===== src/rtl/kp_pkg.sv =====
// Shared types and helpers for the keypad scanner: FSM states, idle/column
// encodings, and small pattern helpers on active-low 4-bit vectors.
package kp_pkg;

  typedef enum logic [1:0] {
    SCAN,
    PRESS_DB,
    HELD,
    RELEASE_DB
  } kp_state_t;

  localparam logic [3:0] KP_IDLE = 4'b1111;
  localparam logic [3:0] KP_COL0 = 4'b1110;

  // True when exactly one of the four active-low lines is asserted.
  function automatic logic kp_onecold(input logic [3:0] v);
    logic [2:0] zeros;
    zeros = 3'd0;
    for (int i = 0; i < 4; i++) begin
      zeros = zeros + {2'b00, ~v[i]};
    end
    return (zeros == 3'd1);
  endfunction

  function automatic logic [3:0] kp_rotl(input logic [3:0] v);
    return {v[2:0], v[3]};
  endfunction

endpackage


===== src/rtl/kp_sync2.sv =====
// Two-flop synchronizer for active-low pin inputs; resets to all ones so an
// idle (released) pattern is presented while reset is asserted.
module kp_sync2 #(
  parameter int W = 4
) (
  input  logic         i_clk,
  input  logic         i_rst_n,
  input  logic [W-1:0] i_d,
  output logic [W-1:0] o_q
);

  logic [W-1:0] r_meta;
  logic [W-1:0] r_sync;

  always_ff @(posedge i_clk or negedge i_rst_n) begin
    if (!i_rst_n) begin
      r_meta <= '1;
      r_sync <= '1;
    end else begin
      r_meta <= i_d;
      r_sync <= r_meta;
    end
  end

  assign o_q = r_sync;

endmodule


===== src/rtl/kp_scan.sv =====
// Matrix keypad front end: walks a single low column across the keypad,
// debounces press and release on the synchronized rows, and presents kpc/kpr.
module kp_scan
  import kp_pkg::*;
#(
  parameter int SCAN_DIV     = 1000,
  parameter int DEBOUNCE_CYC = 20000
) (
  input  logic       clk,
  input  logic       reset_n,
  input  logic [3:0] kpr_raw,
  output logic [3:0] kpc,
  output logic [3:0] kpr,
  output logic       key_valid,
  output logic       key_held
);

  localparam int DIV_W = (SCAN_DIV > 1) ? $clog2(SCAN_DIV) : 1;
  localparam int DB_W  = (DEBOUNCE_CYC > 1) ? $clog2(DEBOUNCE_CYC) : 1;
  localparam logic [DIV_W-1:0] DIV_LAST = DIV_W'(SCAN_DIV - 1);
  localparam logic [DB_W-1:0]  DB_LAST  = DB_W'(DEBOUNCE_CYC - 1);

  logic [3:0]       w_rs;
  kp_state_t        r_state;
  kp_state_t        w_nextState;
  logic [DIV_W-1:0] r_divCnt;
  logic [DB_W-1:0]  r_dbCnt;
  logic [3:0]       r_rowLat;
  logic [3:0]       r_kpc;
  logic [3:0]       r_kpr;
  logic             r_keyValid;
  logic             r_keyHeld;

  logic w_divTerm;
  logic w_dbTerm;
  logic w_rsIdle;
  logic w_rsMatch;
  logic w_rsOneCold;

  logic w_divInc;
  logic w_divClr;
  logic w_rotate;
  logic w_latch;
  logic w_dbClr;
  logic w_dbInc;
  logic w_accept;
  logic w_release;

  kp_sync2 #(.W(4)) u_sync (
    .i_clk   (clk),
    .i_rst_n (reset_n),
    .i_d     (kpr_raw),
    .o_q     (w_rs)
  );

  assign w_divTerm   = (r_divCnt == DIV_LAST);
  assign w_dbTerm    = (r_dbCnt == DB_LAST);
  assign w_rsIdle    = (w_rs == KP_IDLE);
  assign w_rsMatch   = (w_rs == r_rowLat);
  assign w_rsOneCold = kp_onecold(w_rs);

  always_ff @(posedge clk or negedge reset_n) begin
    if (!reset_n) begin
      r_state <= SCAN;
    end else begin
      r_state <= w_nextState;
    end
  end

  // Multi-key patterns never leave SCAN; a key roll while held waits for full release.
  always_comb begin
    w_nextState = r_state;
    case (r_state)
      SCAN: begin
        if (w_divTerm && w_rsOneCold) begin
          w_nextState = PRESS_DB;
        end
      end
      PRESS_DB: begin
        if (!w_rsMatch) begin
          w_nextState = SCAN;
        end else if (w_dbTerm) begin
          w_nextState = HELD;
        end
      end
      HELD: begin
        if (w_rsIdle) begin
          w_nextState = RELEASE_DB;
        end
      end
      RELEASE_DB: begin
        if (!w_rsIdle) begin
          w_nextState = HELD;
        end else if (w_dbTerm) begin
          w_nextState = SCAN;
        end
      end
      default: w_nextState = SCAN;
    endcase
  end

  always_comb begin
    w_divInc  = 1'b0;
    w_divClr  = 1'b0;
    w_rotate  = 1'b0;
    w_latch   = 1'b0;
    w_dbClr   = 1'b0;
    w_dbInc   = 1'b0;
    w_accept  = 1'b0;
    w_release = 1'b0;
    case (r_state)
      SCAN: begin
        if (w_divTerm) begin
          w_divClr = 1'b1;
          if (w_rsOneCold) begin
            w_latch = 1'b1;
            w_dbClr = 1'b1;
          end else begin
            w_rotate = 1'b1;
          end
        end else begin
          w_divInc = 1'b1;
        end
      end
      PRESS_DB: begin
        if (!w_rsMatch) begin
          w_divClr = 1'b1;
        end else if (w_dbTerm) begin
          w_accept = 1'b1;
        end else begin
          w_dbInc = 1'b1;
        end
      end
      HELD: begin
        if (w_rsIdle) begin
          w_dbClr = 1'b1;
        end
      end
      RELEASE_DB: begin
        if (w_rsIdle) begin
          if (w_dbTerm) begin
            w_release = 1'b1;
            w_rotate  = 1'b1;
            w_divClr  = 1'b1;
          end else begin
            w_dbInc = 1'b1;
          end
        end
      end
      default: begin
        w_divClr = 1'b1;
      end
    endcase
  end

  always_ff @(posedge clk or negedge reset_n) begin
    if (!reset_n) begin
      r_divCnt <= '0;
      r_dbCnt  <= '0;
      r_rowLat <= KP_IDLE;
      r_kpc    <= KP_COL0;
    end else begin
      if (w_divClr) begin
        r_divCnt <= '0;
      end else if (w_divInc) begin
        r_divCnt <= r_divCnt + 1'b1;
      end
      if (w_dbClr) begin
        r_dbCnt <= '0;
      end else if (w_dbInc) begin
        r_dbCnt <= r_dbCnt + 1'b1;
      end
      if (w_latch) begin
        r_rowLat <= w_rs;
      end
      if (w_rotate) begin
        r_kpc <= kp_rotl(r_kpc);
      end
    end
  end

  // Decoder-facing outputs are registered so key_valid is a clean single-cycle pulse.
  always_ff @(posedge clk or negedge reset_n) begin
    if (!reset_n) begin
      r_kpr      <= KP_IDLE;
      r_keyValid <= 1'b0;
      r_keyHeld  <= 1'b0;
    end else begin
      r_keyValid <= w_accept;
      if (w_accept) begin
        r_keyHeld <= 1'b1;
        r_kpr     <= r_rowLat;
      end else if (w_release) begin
        r_keyHeld <= 1'b0;
        r_kpr     <= KP_IDLE;
      end
    end
  end

  assign kpc       = r_kpc;
  assign kpr       = r_kpr;
  assign key_valid = r_keyValid;
  assign key_held  = r_keyHeld;

endmodule


===== config.mk =====
export PLATFORM = sky130hd
export DESIGN_NAME = kp_scan
export DESIGN_NICKNAME = d
export VERILOG_FILES = /design/src/rtl/kp_pkg.sv /design/src/rtl/kp_sync2.sv /design/src/rtl/kp_scan.sv
export SDC_FILE = /design/constraint.sdc
export NUM_CORES = 1
export LEC_CHECK = 0
export ABC_CLOCK_PERIOD_IN_PS = 7710
export BUFFER_PORTS_ARGS = -buffer_cell sky130_fd_sc_hd__buf_2
export CORE_MARGIN = 5
export CORE_UTILIZATION = 55
export DETAILED_ROUTE_END_ITERATION = 12
export PLACE_DENSITY = 0.73
export SLEW_MARGIN = 10
export SYNTH_ARGS = -nofsm -noshare
export SYNTH_HDL_FRONTEND = slang
export SYNTH_SLANG_ARGS = --single-unit

===== constraint.sdc =====
create_clock -name clk -period 7.71 [get_ports clk]
set_input_delay 0 -clock clk [delete_from_list [all_inputs] [get_ports clk]]
set_output_delay 0 -clock clk [all_outputs]
set_load 0.005 [all_outputs]

==> flow_summary.json, run 1 <==
{
  "initialDrtViolationCount": 64,
  "nets": 271,
  "grt_usage_pct": 16.9,
  "worst_slew_pin_slew_ns": 1.04,
  "power_density_mw_per_mm2": 160,
  "whs_ns": 0.323,
  "rsz0062_at_grt": "no",
  "io_pins": 16,
  "syn_area_mm2": 0.00256,
  "switchingPower_mw": 0.0997,
  "pwr-share-clk_pct": 38.1,
  "critPathKind": "flip-flop to flip-flop",
  "cts_htree_levels": 2,
  "combinationalPowerShare_pct": 3.7,
  "fin_tns_setup_ns": 0,
  "yosys_most_used_dff": "dfrtp_1",
  "max_slew_margin_pct": 30.7,
  "synth_fa_ha_area_share_pct": 5.19,
  "ant_nets": 0,
  "arrival_ns": 3.20,
  "cp_max_fo": 15,
  "synth-compound-area-share_pct": 10.9,
  "syn_to_final_growth_pct": 10.2,
  "place_hpwl_um": 3120,
  "antenna_found_initial": 0,
  "sw_frac_of_total_pct": 22.1,
  "yosysTopAreaCellShare_pct": 29.4,
  "dpl.cell_count": 295,
  "hold_viol_final": 0,
  "path_buf_inv": 1,
  "max_freq_ghz": 0.332,
  "cts_made_buffers": 5,
  "peakVddDrop_mv": 0.107,
  "synthCells": 234,
  "synth_top_family_by_area": "simple AND/OR/NAND/NOR gates",
  "grt_pass1_vias": 1866,
  "drive_gt1_share_pct": 22.7,
  "grt_pass1_wl_um": 8430,
  "fin_area_mm2": 0.00282,
  "synthMuxAreaShare_pct": 3.91,
  "drv_slew": 0,
  "final.setup_skew_ns": 0.0122,
  "root_buffer": "clkbuf_8",
  "syn_avg_cell_area_um2": 10.9,
  "synth_edf_count": 0,
  "ys_warn_count": 0,
  "clockBufferDepth": 2,
  "place_congestion": 0.782,
  "die_w_um": 78.2,
  "synth_xor_area_share_pct": 5.43,
  "design.core.area_mm2": 0.00444,
  "p_leak_nw": 1.23,
  "status": "finished, final reports clean",
  "crit_family": "simple AND/OR/NAND/NOR gates",
  "synth-simple-area-share_pct": 23.1,
  "yosysSeqAreaShare_pct": 48.9,
  "cts-resized-gates": 0,
  "critPathRequiredTime_ns": 7.89,
  "clk_pin_slew_worst_paths_ns": 0.09,
  "wl_um": 4630,
  "drc_errors": 0,
  "n_antenna_cell": 0,
  "port_buffers": 15,
  "synth.area.top_cells": "dfrtp_1 29%, dfstp_2 20%, ha_1 4.4%",
  "hp-class": "primary input to flip-flop",
  "post-place-ws_ns": 4.71,
  "ys_seq_elements": 49,
  "syn-num-nets": 250,
  "die_area_mm2": 0.00611,
  "fin_ws_ns": 4.70,
  "synthArstFlopShare_pct": 100,
  "cts.sinks": 49,
  "die_y_um": 78.2,
  "placed_cell_area_mm2": 0.00266,
  "rows": 24,
  "crit_path_start_kind": "flip-flop",
  "clk-insertion-delay-late_ns": 0.31,
  "crit_top_cell": "ha_1",
  "min_period_over_period_pct": 39.1,
  "via_count": 1767,
  "detail_route.wl_per_cell_um": 15.0,
  "firstDrtPassIters": 4,
  "cts_tree": "yes",
  "worst_path_max_delay_cell": "dfstp_2",
  "crit_chain": "fa_1, inv_1, ha_1, ha_1, nand4bb_1, nor4_2, a21o_1, or4_1, nand2_1",
  "ys_types": 55,
  "fillers": 363,
  "fin_crit_ns": 3.01,
  "grt_overflow": 0,
  "yosys.area.top_type": "dfrtp_1",
  "grt_start_max_net_pins": 50,
  "drv_cap": 0,
  "critPathMaxStageDelay_ns": 0.60,
  "intPower_mw": 0.352,
  "pwr-share-seq_pct": 58.2,
  "setup_viol": 0,
  "viasPerCell": 5.74,
  "final_cells": 308,
  "start_util_pct": 57.5,
  "cp-end-kind": "flip-flop"
}
## cell usage after synthesis (2+ instances only)
cell type  count
nor4_1         3
nor2_1        16
a21oi_1        9
mux2_1         4
nor4b_1        2
clkbuf_1       2
inv_1          8
o211ai_1       5
and3_1         5
nand4_1        5
nand3_1        8
and2_1         2
nand2b_1       2
dfstp_2       19
o21ai_0        4
buf_6          2
o22a_1         4
dfrtp_1       30
or4_4          2
buf_1          2
or4_1          6
o31ai_1        2
ha_1           9
mux2_2         4
nand4bb_1      2
nand2_1       26
a41oi_1        2
or3_1          6
xor2_1         4
nor3_1         4
xnor2_1       10
nand4b_1       2
## power by group through the flow
stage | logic [mW] | clock network, mW | registers [mW]
final | 0.0168 | 0.172 | 0.263
after global routing | 0.0204 | 0.187 | 0.264
after CTS | 0.0172 | 0.175 | 0.263
after detailed placement | 0.0152 | 0 | 0.268
after global placement | 0.0147 | 0 | 0.268
after floorplan | 0.00753 | 0 | 0.267
## metrics by stage
| stage | utilization, % | power [mW] |
|---|---|---|
| final | 63.4 | 0.452 |
| after global routing | 63.4 | 0.471 |
| after CTS | 63.4 | 0.456 |
| after detailed placement | 59.9 | 0.283 |
| after global placement | 59.9 | 0.282 |
| after floorplan | - | 0.275 |
## timing repair
action / CTS / global route
setup endpoints to repair: 0 / 0
hold endpoints to repair: 34 / 0
hold buffers: 5 / 0
setup buffers: 0 / 0
## sequential cells by signal, summed over array words and instances (netlist names)
signal / flops
r_divCnt: 10
kpr: 4
kpc: 4
r_dbCnt: 15
key_valid: 1
u_sync.o_q: 4
key_held: 1
r_state: 2
r_rowLat: 4
u_sync.r_meta: 4
## layout by cell type, fill, tap and decap left out, types with 2 or more instances in the layout
cell type	Yosys	layout
and3_1	5	5
ha_1	9	9
mux2_2	4	4
xor2_1	4	4
nand2_1	26	26
nand4bb_1	2	2
inv_1	8	8
a21oi_1	9	9
or3_1	6	6
mux2_1	4	4
nand2b_1	2	2
clkbuf_8	0	5
o211ai_1	5	5
a41oi_1	2	2
o31ai_1	2	2
xnor2_1	10	10
nand4b_1	2	2
nand3_1	8	8
nor4_1	3	3
o22a_1	4	4
or4_4	2	2
nor4b_1	2	2
dlygate4sd3_1	0	5
nor2_1	16	16
or4_1	6	6
dfrtp_1	30	30
and2_1	2	2
o21ai_0	4	4
nor3_1	4	4
dfstp_2	19	19
buf_2	0	15
nand4_1	5	5
## routing by layer
metal / track usage, % / part of all wire (%)
met1: 22.8 / 50
met2: 26.6 / 46
met3: 4.12 / 3.1
met4: 6.12 / 1.1
met5: 0 / 0
## kinds of logic after synthesis
group | after synthesis
adder cells (fa/ha/maj) | 10
flip-flops | 49
multiplexers | 9
buffers and inverters | 14
XOR/XNOR | 15
AND/OR/NAND/NOR | 101
AO/OA/AOI/OAI | 36
## worst paths after layout
| path | from | end | slack (ns) | cells past startpoint |
|---|---|---|---|---|
| min in group asynchronous | reset_n | r_dbCnt[9] | 0.41 | 2 |
| min reg2reg | u_sync.r_meta[3] | u_sync.o_q[3] | 0.36 | 0 |
| max in group asynchronous | reset_n | r_dbCnt[14] | 6.65 | 2 |
| max reg2reg | u_sync.o_q[3] | r_dbCnt[12] | 4.70 | 9 |
| min | kpr_raw[1] | u_sync.r_meta[1] | 0.32 | 2 |
| max | u_sync.o_q[3] | r_dbCnt[12] | 4.70 | 9 |
## final cells by class
| class | instances | area [um2] | area share (%) |
|---|---|---|---|
| clock buffers | 6 | 93.8 | 3.33 |
| clock inverters | 2 | 15.0 | 0.533 |
| inverters | 8 | 30.0 | 1.07 |
| multi-input cells | 171 | 1240 | 44.0 |
| flip-flops and latches | 49 | 1250 | 44.3 |
| well taps | 52 | 65.1 | 2.31 |
| repair buffers | 20 | 125 | 4.44 |
Note: power is estimated with default switching activity, not from simulation.
==> run 2, diff against run 1 <==
- ABC_AREA: unset -> 1
- ABC_CLOCK_PERIOD_IN_PS: 7710 -> 2700
- PLACE_DENSITY: 0.73 -> 0.76
- clock period: 7.71 -> 2.7 ns (I/O delays scaled with it)
==> run 2 against run 1 <==
Sequential cell count is the same. Fmax grew 19%. Die area grew 13%.
==> flow_summary.json, run 2 <==
{
  "status": "finished, final reports clean",
  "setup_viol": 0,
  "fin_area_mm2": 0.00323,
  "yosys_most_used_dff": "dfrtp_1",
  "io_pins": 16,
  "cp-end-kind": "flip-flop",
  "synthCells": 390,
  "critPathRequiredTime_ns": 2.94,
  "fin_tns_setup_ns": 0,
  "worst_slew_pin_slew_ns": 1.06,
  "max_freq_ghz": 0.394,
  "cts_htree_levels": 2,
  "grt_overflow": 0,
  "drc_errors": 0,
  "yosysSeqAreaShare_pct": 42.4,
  "root_buffer": "clkbuf_8",
  "ant_nets": 0,
  "grt_pass1_vias": 2278,
  "rrSetupSlack_ns": 0.16,
  "fin_crit_ns": 2.54,
  "synth_edf_count": 0,
  "p_leak_nw": 1.62,
  "peakVddDrop_mv": 0.335,
  "place_congestion": 0.824,
  "synthArstFlopShare_pct": 100,
  "regArea_mm2": 0.00125,
  "start_util_pct": 57.0,
  "ys_seq_elements": 49,
  "power_density_mw_per_mm2": 399,
  "cp_max_fo": 16,
  "drv_slew": 0,
  "cts_made_buffers": 5,
  "wl_um": 5750,
  "multi_input_area_mm2": 0.00145,
  "whs_ns": 0.342,
  "via_count": 2445,
  "antenna_found_initial": 0,
  "grt_pass1_wl_um": 10100,
  "clk_pin_slew_worst_paths_ns": 0.09,
  "detail_route.wl_per_cell_um": 11.9,
  "nets": 430,
  "ys_types": 34,
  "hp-class": "primary input to flip-flop",
  "clockBufferDepth": 2,
  "syn-num-nets": 406,
  "firstDrtPassIters": 4,
  "layout_common_cells": "117 x nand2_1, 62 x nor2_1, 48 x inv_1",
  "grt_start_max_net_pins": 50,
  "clk-insertion-delay-late_ns": 0.30,
  "initialDrtViolationCount": 151,
  "die_y_um": 83.2,
  "synth.area.top_cells": "dfrtp_1 25%, dfstp_2 17%, nand2_1 15%",
  "cts_tree": "yes",
  "largest_register_ffs": 15,
  "grt_usage_pct": 17.2,
  "crit_path_start_kind": "flip-flop",
  "rows": 26,
  "fillers": 446,
  "min_period_over_period_pct": 94.0,
  "drive_gt1_share_pct": 16.4,
  "syn_to_final_growth_pct": 9.59,
  "viasPerCell": 5.04,
  "final_cells": 485,
  "syn_area_mm2": 0.00295,
  "yosys.cell_count.top_type": "nand2_1",
  "dpl.cell_count": 470,
  "max_slew_margin_pct": 29.5,
  "top_regs": "r_dbCnt (15), r_divCnt (10)",
  "yosysTopAreaCellShare_pct": 25.5,
  "n_antenna_cell": 0,
  "hold_viol_final": 0,
  "ys_warn_count": 0,
  "final_common_cell": "nand2_1",
  "yosys.area.top_type": "dfrtp_1",
  "die_area_mm2": 0.00692,
  "place_hpwl_um": 4110,
  "die_w_um": 83.2,
  "power_mw": 1.29,
  "port_buffers": 15,
  "design.core.area_mm2": 0.00517,
  "final.setup_skew_ns": 0.0110,
  "arrival_ns": 2.78,
  "critPathKind": "flip-flop to flip-flop",
  "drv_cap": 0,
  "regMostFlops": "r_dbCnt",
  "synthTopCellsByCount": "117 x nand2_1, 62 x nor2_1, 48 x inv_1, 36 x nand3_1, 30 x dfrtp_1",
  "cts.sinks": 49,
  "syn_avg_cell_area_um2": 7.56,
  "placed_cell_area_mm2": 0.00305
}
==> run 2: cell families after synthesis <==
logic type / count (synthesis) / share of synthesized area [%]
xor+xnor: 11 / 3.27
buf+inv: 56 / 8.66
flops: 49 / 42.4
fa+ha+maj: 10 / 4.50
simple gates: 247 / 37.9
compound gates: 17 / 3.31
==> run 2: report_power, final <==
| part | switching (mW) | internal (mW) |
|---|---|---|
| clock network | 0.243 | 0.241 |
| registers | 0.00437 | 0.745 |
| logic | 0.0346 | 0.0193 |
| total | 0.282 | 1.01 |
==> run 2: repair_timing <==
item                                   in CTS  in global routing
resized for setup                           0                  1
hold buffers                                5                  0
setup endpoints to repair                   0                 15
endpoints found under the hold margin      34                  0
setup buffers                               0                  2
==> run 2: worst paths after layout <==
check	endpoint	cells past startpoint	startpoint
worst max register to register	r_dbCnt[14]	11	u_sync.o_q[0]
worst min-delay path	u_sync.r_meta[1]	2	kpr_raw[1]
max in group asynchronous	key_valid	2	reset_n
worst max-delay path	r_dbCnt[14]	11	u_sync.o_q[0]
worst min register to register	u_sync.o_q[0]	0	u_sync.r_meta[0]
min in group asynchronous	r_divCnt[5]	2	reset_n
==> run 2: area by class of cell <==
class                           count  share of cell area (%)
Tap cell                           70                    2.71
Timing Repair Buffer               23                    4.57
Clock buffer                        7                    3.02
Sequential cell                    49                    38.7
Multi-Input combinational cell    285                    44.8
Clock inverter                      1                   0.271
Inverter                           50                    5.89
==> run 2: layer usage <==
metal / vias to the layer above / routed length [um] / track usage, %
li1: 1260 / - / -
met5: - / 0 / 0
met1: 1134 / 2650 / 23.1
met2: 45 / 2780 / 28.5
met3: 6 / 274 / 3.07
met4: 0 / 48 / 4.75
==> run 2: worst max-delay path, stage by stage, from the launching register on <==
cell	delay, ns
dfstp_2	0.40
fa_1	0.52
inv_1	0.04
ha_1	0.17
ha_1	0.31
nor3_4	0.25
nand4_4	0.20
nand2_4	0.20
inv_4	0.12
nand2_8	0.14
nand2_1	0.07
nand2_1	0.05
==> run 2: metrics by stage <==
stage	setup slack [ns]	utilization [%]
floorplan	0.317	-
global placement	0.252	59.0
detailed placement	0.164	59.0
CTS	0.135	62.0
global route	-0.0129	62.5
finish	0.163	62.5
==> run 3, diff against run 2 <==
- PLACE_DENSITY: 0.76 -> 0.78
==> run 3 against run 2 <==
Utilization shrank 0.51 points. Non-clock buffer count is 2 lower. Highest routed layer unchanged. Routed wire length decreased by 2.0%. Critical path depth is the same. Critical path type unchanged.
==> flow_summary.json, run 3 (synthesized netlist as in run 2, its figures left out) <==
{
  "status": "finished, final reports clean",
  "place_congestion": 0.845,
  "via_count": 2439,
  "layout_common_cells": "117 x nand2_1, 62 x nor2_1, 48 x inv_1",
  "p_leak_nw": 1.61,
  "grt_start_max_net_pins": 50,
  "clk_pin_slew_worst_paths_ns": 0.09,
  "switchingPower_mw": 0.286,
  "clk-insertion-delay-late_ns": 0.30,
  "drv_cap": 0,
  "whs_ns": 0.337,
  "drv_slew": 0,
  "r2r_start": "u_sync.o_q[3]",
  "drive_gt1_share_pct": 16.2,
  "cp-end-kind": "flip-flop",
  "detail_route.wl_per_cell_um": 11.7,
  "syn_to_final_growth_pct": 8.70,
  "arrival_ns": 2.79,
  "io_pins": 16,
  "fillers": 466,
  "intPower_mw": 0.953,
  "n_antenna_cell": 0,
  "cts.sinks": 49,
  "grt_pass1_vias": 2307,
  "grt_overflow": 0,
  "cts_made_buffers": 5,
  "regMostFlops": "r_dbCnt",
  "die_area_mm2": 0.00692,
  "wl_um": 5630,
  "grt_pass1_wl_um": 9960,
  "initialDrtViolationCount": 180,
  "crit_path_start": "u_sync.o_q[3]",
  "die_y_um": 83.2,
  "hp-class": "primary input to flip-flop",
  "peakVddDrop_mv": 0.380,
  "pwr-share-seq_pct": 60.5,
  "power_density_mw_per_mm2": 387,
  "top_regs": "r_dbCnt (15), r_divCnt (10)",
  "rsz0062_at_grt": "no",
  "design.core.area_mm2": 0.00517,
  "rows": 26,
  "crit_path_start_kind": "flip-flop",
  "drc_errors": 0,
  "firstDrtPassIters": 5,
  "max_freq_ghz": 0.393,
  "viasPerCell": 5.05,
  "pwr-share-clk_pct": 35.4,
  "hold_viol_final": 0,
  "setup_viol": 0,
  "critPathRequiredTime_ns": 2.94,
  "start_util_pct": 57.0,
  "final.setup_skew_ns": 0.00467,
  "final_common_cell": "nand2_1",
  "ant_nets": 0,
  "largest_register_ffs": 15,
  "clockBufferDepth": 2,
  "place_hpwl_um": 4190,
  "cts_htree_levels": 2,
  "cts_tree": "yes",
  "port_buffers": 15,
  "min_period_over_period_pct": 94.3,
  "root_buffer": "clkbuf_8",
  "grt_usage_pct": 17.1,
  "nets": 428,
  "sw_frac_of_total_pct": 23.1,
  "cp_max_fo": 16,
  "combinationalPowerShare_pct": 4.0,
  "die_w_um": 83.2,
  "worst_slew_pin_slew_ns": 1.08,
  "antenna_found_initial": 0,
  "hp-start": "kpr_raw[1]",
  "critPathKind": "flip-flop to flip-flop",
  "fin_crit_ns": 2.55,
  "max_slew_margin_pct": 27.9,
  "fin_tns_setup_ns": 0
}
[run 3: worst max-delay path: stages (launching register included)]
cell and delay (ns):
dfstp_2 0.58, fa_1 0.43, inv_1 0.07, ha_1 0.14
ha_1 0.23, nor3_2 0.26, nand4_4 0.21, nand2_8 0.18
inv_4 0.11, nand2_8 0.14, nand2_1 0.07, nand2_1 0.06
[run 3: worst paths after layout]
path	slack (ns)	cells after the start	end
worst max-delay path	0.15	11	r_dbCnt[0]
worst min-delay path	0.34	2	u_sync.r_meta[1]
worst max register to register	0.15	11	r_dbCnt[0]
worst min register to register	0.36	0	u_sync.o_q[3]
max in group asynchronous	1.60	2	r_divCnt[1]
min in group asynchronous	0.42	2	r_dbCnt[14]
[run 3: repair_timing]
item | 4_1_cts | 5_1_grt
endpoints found under the setup margin | 0 | 6
hold buffers | 5 | 0
buffers inserted | 0 | 0
hold endpoints to repair | 34 | 0
resized for setup | 0 | 1
[run 3: through the flow]
step                cell area (um2)  worst slack, ns  power (mW)  instances  util (%)
floorplan                      2950            0.317       0.784        390         -
global placement               3050            0.238       0.806        470      59.0
detailed placement             3050            0.130       0.809        470      59.0
CTS                            3200            0.106        1.26        483      61.8
global route                   3200          0.00412        1.30        483      61.9
finish                         3200            0.153        1.24        483      61.9
[run 3: layout make-up]
type                       instances  area, um2  share of cell area [%]
sequential                        49       1250                    39.0
tap                               70       87.6                    2.73
multi-input combinational        285       1450                    45.3
clock buffer                       5       68.8                    2.15
clock inverter                     3       23.8                   0.742
inverter                          50        190                    5.94
timing repair buffer              21        133                    4.14
[run 3: metal layers]
layer | global-route usage, % | vias to the layer above | wire [um]
met5 | 0 | - | 0
met4 | 4.01 | 0 | 53
met3 | 3.66 | 7 | 292
met2 | 27.9 | 58 | 2590
met1 | 23.2 | 1127 | 2700
li1 | - | 1247 | -
[run 3: power groups by stage]
stage / sequential, mW / combinational, mW / clock [mW]
after floorplan: 0.762 / 0.0214 / 0
after global placement: 0.763 / 0.0431 / 0
after detailed placement: 0.763 / 0.0459 / 0
after CTS: 0.750 / 0.0510 / 0.456
after global routing: 0.751 / 0.0583 / 0.488
final: 0.750 / 0.0501 / 0.439
